[src/rtl/alu_req_arbiter_pkg.sv]
// Shared constants for the two-port ALU request arbiter: legal opcodes and FSM encodings.
package alu_req_arbiter_pkg;

  localparam logic [6:0] OP_ADD  = 7'd0;
  localparam logic [6:0] OP_SUB  = 7'd1;
  localparam logic [6:0] OP_XOR  = 7'd2;
  localparam logic [6:0] OP_OR   = 7'd3;
  localparam logic [6:0] OP_AND  = 7'd4;
  localparam int         NUM_OPS = 5;

  localparam logic [1:0] ST_IDLE = 2'd0;
  localparam logic [1:0] ST_EXEC = 2'd1;
  localparam logic [1:0] ST_RESP = 2'd2;

endpackage

[src/rtl/alu_req_arbiter_rr_arbiter2.sv]
// Two-way round-robin grant; the requester that did not win last time wins a tie.
module rr_arbiter2 (
  input  logic clk,
  input  logic rst_n,
  input  logic enable,
  input  logic update,
  input  logic req0,
  input  logic req1,
  output logic gnt0,
  output logic gnt1
);

  logic last_grant;
  logic pick1;

  always_comb begin
    pick1 = req1 & (~req0 | ~last_grant);
    gnt1  = enable & pick1;
    gnt0  = enable & req0 & ~pick1;
  end

  // Reset to 1 so requester 0 wins the very first tie.
  always_ff @(posedge clk or negedge rst_n) begin
    if (!rst_n)
      last_grant <= 1'b1;
    else if (update)
      last_grant <= gnt1;
  end

endmodule

[src/rtl/alu_req_arbiter.sv]
// Shares one combinational ALU between two requesters and returns tagged results on a valid/ready channel.
module alu_req_arbiter #(
  parameter int WIDTH   = 32,
  parameter int OP_W    = 7,
  parameter int NUM_OPS = alu_req_arbiter_pkg::NUM_OPS
) (
  input  logic             clk,
  input  logic             rst_n,
  input  logic             req0_valid,
  output logic             req0_ready,
  input  logic [OP_W-1:0]  req0_op,
  input  logic [WIDTH-1:0] req0_a,
  input  logic [WIDTH-1:0] req0_b,
  input  logic             req1_valid,
  output logic             req1_ready,
  input  logic [OP_W-1:0]  req1_op,
  input  logic [WIDTH-1:0] req1_a,
  input  logic [WIDTH-1:0] req1_b,
  output logic [OP_W-1:0]  alu_control,
  output logic [WIDTH-1:0] alu_in1,
  output logic [WIDTH-1:0] alu_in2,
  input  logic [WIDTH-1:0] alu_out,
  output logic             resp_valid,
  input  logic             resp_ready,
  output logic             resp_id,
  output logic [WIDTH-1:0] resp_data,
  output logic             resp_err,
  output logic             busy
);

  import alu_req_arbiter_pkg::*;

  localparam logic [OP_W-1:0] OP_LIMIT = OP_W'(NUM_OPS);

  logic [1:0]       state;
  logic             err_q;
  logic             gnt0;
  logic             gnt1;
  logic             handshake;
  logic [OP_W-1:0]  sel_op;
  logic [WIDTH-1:0] sel_a;
  logic [WIDTH-1:0] sel_b;

  rr_arbiter2 u_rr (
    .clk    (clk),
    .rst_n  (rst_n),
    .enable (state == ST_IDLE),
    .update (handshake),
    .req0   (req0_valid),
    .req1   (req1_valid),
    .gnt0   (gnt0),
    .gnt1   (gnt1)
  );

  // A grant is only issued to a valid requester, so a grant is itself the handshake.
  always_comb begin
    req0_ready = gnt0;
    req1_ready = gnt1;
    handshake  = gnt0 | gnt1;
    sel_op     = gnt1 ? req1_op : req0_op;
    sel_a      = gnt1 ? req1_a  : req0_a;
    sel_b      = gnt1 ? req1_b  : req0_b;
    resp_valid = (state == ST_RESP);
    busy       = (state != ST_IDLE);
  end

  // Unsupported opcodes still reach the ALU, but their result is replaced by zero.
  always_ff @(posedge clk or negedge rst_n) begin
    if (!rst_n) begin
      state       <= ST_IDLE;
      alu_control <= '0;
      alu_in1     <= '0;
      alu_in2     <= '0;
      err_q       <= 1'b0;
      resp_id     <= 1'b0;
      resp_data   <= '0;
      resp_err    <= 1'b0;
    end else begin
      case (state)
        ST_IDLE: begin
          if (handshake) begin
            alu_control <= sel_op;
            alu_in1     <= sel_a;
            alu_in2     <= sel_b;
            resp_id     <= gnt1;
            err_q       <= (sel_op >= OP_LIMIT);
            state       <= ST_EXEC;
          end
        end
        ST_EXEC: begin
          resp_data <= err_q ? '0 : alu_out;
          resp_err  <= err_q;
          state     <= ST_RESP;
        end
        ST_RESP: begin
          if (resp_ready)
            state <= ST_IDLE;
        end
        default: state <= ST_IDLE;
      endcase
    end
  end

endmodule

[config.mk]
export PLATFORM = sky130hd
export DESIGN_NAME = alu_req_arbiter
export DESIGN_NICKNAME = d
export VERILOG_FILES = /design/src/rtl/alu_req_arbiter_pkg.sv /design/src/rtl/alu_req_arbiter_rr_arbiter2.sv /design/src/rtl/alu_req_arbiter.sv
export SDC_FILE = /design/constraint.sdc
export NUM_CORES = 1
export LEC_CHECK = 0
export ABC_AREA = 1
export CELL_PAD_IN_SITES_DETAIL_PLACEMENT = 2
export CELL_PAD_IN_SITES_GLOBAL_PLACEMENT = 2
export CORE_AREA = 2 2 150 152
export CTS_BUF_LIST = sky130_fd_sc_hd__clkbuf_16
export CTS_CLUSTER_SIZE = 8
export DETAILED_ROUTE_END_ITERATION = 10
export DIE_AREA = 0 0 152 154
export PLACE_DENSITY_LB_ADDON = 0.1
export SYNTH_ARGS = -nofsm -noshare
export SYNTH_HDL_FRONTEND = slang
export SYNTH_SLANG_ARGS = --single-unit
[constraint.sdc]
create_clock -name clk -period 3 [get_ports clk]
set_input_delay 0.6 -clock clk [delete_from_list [all_inputs] [get_ports clk]]
set_output_delay 0.6 -clock clk [all_outputs]
set_load 0.05 [all_outputs]
==> impl_metrics.env <==
export IMPL_endpoint_kind="output port"
export IMPL_vias=4588
export IMPL_die_h_um=154
export IMPL_comb_power_share_pct=60.2
export IMPL_io_buffers=287
export IMPL_tightestPinTransition_ns=0.629
export IMPL_grt_ovfl_total=0
export IMPL_grt_max_degree=57
export IMPL_finalNetCount=939
export IMPL_grt_pass1_wl_um=30400
export IMPL_slew_viol_final=0
export IMPL_switching_share_pct=50.6
export IMPL_synth_nets=661
export IMPL_start_util_pct=20.9
export IMPL_hold_viol_final=0
export IMPL_drtIter0Drc=125
export IMPL_boundaryPins=288
export IMPL_fp_dieArea_mm2=0.0234
export IMPL_grt_pass1_vias=5316
export IMPL_ys_seq_elements=109
export IMPL_drc=0
export IMPL_die_w_um=152
export IMPL_yosys_area_top_type_share_pct=59.6
export IMPL_slew_headroom_pct=58.0
export IMPL_grt_usage_pct=16.7
export IMPL_hpwl_um=14800
export IMPL_ys_types=22
export IMPL_arrival_ns=2.01
export IMPL_row_count=54
export IMPL_max_cap_violations=0
export IMPL_post_cts_buffers=0
export IMPL_place_gp_congestion=0.757
export IMPL_cp_slowest_cell="clkdlybuf4s50_1"
export IMPL_power_switching_w=0.00478
export IMPL_max_freq_mhz=383
export IMPL_routed_wl_um=19400
export IMPL_wire_per_inst_um=18.6
export IMPL_clk_pin_slew_ns=0.08
export IMPL_htree_levels=3
export IMPL_antenna_found_initial=3
export IMPL_syn_area_mm2=0.00454
export IMPL_worstSetupPathType="in2out"
export IMPL_drive_above_1_share_pct=5.10
export IMPL_cp_common_cell="nand2_1"
export IMPL_clk_latency_ns=0.36
export IMPL_synth_top_area_cell="dfrtp_1"
export IMPL_vdd_ir_drop_worst_uv=407
export IMPL_cp_required_ns=2.40
export IMPL_yosys_warnings=0
export IMPL_rsz0062_at_grt="no"
export IMPL_cts_buffer_depth=2
export IMPL_nFillCells=2353
export IMPL_worstPathMaxFanout=9
export IMPL_finalCritPeriodShare_pct=87.0
export IMPL_p_leak_nw=3.39
export IMPL_cp_slowest_stage_delay_ns=0.50
export IMPL_clock_sinks=109
export IMPL_reg2reg_from="u_rr.last_grant"
export IMPL_cts_tree="yes"
export IMPL_pwr_share_clk_pct=13.2
export IMPL_p_int_w=0.00467
export IMPL_core_area_mm2=0.0217
export IMPL_cp_startpoint="req0_valid"
export IMPL_holdBufCountCts=0
export IMPL_finalPower_w=0.00945
export IMPL_numCtsBuffers=9
export IMPL_tns_ns=0
export IMPL_cellPowerDensity_mw_per_mm2=1170
export IMPL_cts_root_buf="clkbuf_16"
export IMPL_area_growth_pct=77.4
export IMPL_seq_area_frac_synth_pct=60.2
export IMPL_period_minus_slack_ns=2.61
export IMPL_antenna_left=0
export IMPL_start_kind="primary input"
export IMPL_status="completed"
export IMPL_ctsResizeCount=0
export IMPL_p_seq_share_pct=26.6
export IMPL_synth_area_top_cells="dfrtp_1 60%, nor2_1 8.1%, nand2_1 6.2%"
export IMPL_syn_inst=482
export IMPL_min_path_type="in2async"
export IMPL_first_pass_iters=4
export IMPL_setup_viol=0
export IMPL_avgViaCountPerCell=4.38
export IMPL_fin_worst_skew_ns=0.0121
export IMPL_path_cells="clkdlybuf4s50_1 -> nand2_1 -> nand2_1 -> nand3_2 -> inv_1 -> buf_12"
export IMPL_synth_avg_cell_area_um2=9.41
## worst max-delay path: cells and delay by family
kind	cells	cell delay (ns)
buffers and inverters	3	0.82
and+or+nand+nor	3	0.58
## synth_stat cells (all sizes together)
cell and count:
nand4 4, o22ai 29, a22o 32, buf 23, a31oi 1, dfrtp 108
dfstp 1, nand2 76, o21ai 75, inv 20, nor2 100, nand3 4
clkbuf 9
## final cells by class
cell class              instances  area [µm²]  share of cell area (%)
diodes                          2        5.00                  0.0622
inverters                      20        75.1                   0.933
clock inverters                 7        72.6                   0.902
well taps                     280         350                    4.36
repair buffers                299        3010                    37.4
flip-flops and latches        109        2730                    33.9
multi-input cells             321        1580                    19.7
clock buffers                   9         225                    2.80
## power by group through the flow
| stage | clock [W] | combinational (W) | sequential, W |
|---|---|---|---|
| final | 0.00125 | 0.00569 | 0.00252 |
| after global routing | 0.00134 | 0.00609 | 0.00261 |
| after CTS | 0.00130 | 0.00580 | 0.00254 |
| after detailed placement | 0 | 0.00578 | 0.00255 |
| after global placement | 0 | 0.00568 | 0.00251 |
| after floorplan | 0 | 0.00144 | 0.00466 |
## cell usage in the layout, fill, tap and decap left out, types with 2 or more instances in the layout
cell type / count
o22ai_1: 29
o21ai_1: 39
dfrtp_1: 108
inv_1: 18
buf_12: 4
nor2_1: 97
nand3_1: 2
o21ai_0: 36
clkbuf_16: 9
nor2_2: 2
nand2_1: 75
inv_2: 2
nand4_1: 4
clkdlybuf4s50_1: 284
inv_6: 2
diode_2: 2
buf_4: 11
a22o_1: 32
## final timing paths
path	end	slack, ns	cells past startpoint
hold reg to reg	resp_id	0.49	2
setup / recovery	req0_ready	0.39	6
max in group asynchronous	resp_data[25]	2.05	2
hold / removal	alu_in1[28]	0.12	1
min in group clk	resp_id	0.49	2
setup reg to reg	alu_in1[19]	0.78	7
## registers in the layout, indices dropped and copies added, names as in the netlist
signal and cells:
u_rr.last_grant 1, alu_in1 32, resp_id 1, err_q 1
alu_control 7, alu_in2 32, resp_data 32, state 2
resp_err 1
## logic make-up after synthesis
kind of cell | synth area share [%]
compound gates | 18.6
buf+inv | 5.30
flops | 60.2
simple gates | 15.9
## through the flow
step	utilization, %	hold WS (ns)	instances	worst slack, ns	instance area [µm²]
2_1_floorplan	-	0.304	482	0.893	4540
3_3_place_gp	35.7	0.457	1029	0.298	7740
3_5_place_dp	35.7	0.472	1029	0.100	7740
4_1_cts	37.1	0.126	1045	0.362	8040
5_1_grt	37.1	0.140	1046	0.252	8040
6_report	37.1	0.121	1047	0.391	8040
## routing by layer
| layer | global-route usage [%] | vias to the layer above | share of wire [%] |
|---|---|---|---|
| met1 | 19.0 | 2238 | 40 |
| met5 | 0 | - | 0 |
| li1 | - | 2179 | - |
| met2 | 29.5 | 158 | 51 |
| met3 | 5.72 | 13 | 7.5 |
| met4 | 5.07 | 0 | 1.3 |
Power figures use the tool's default switching activity.
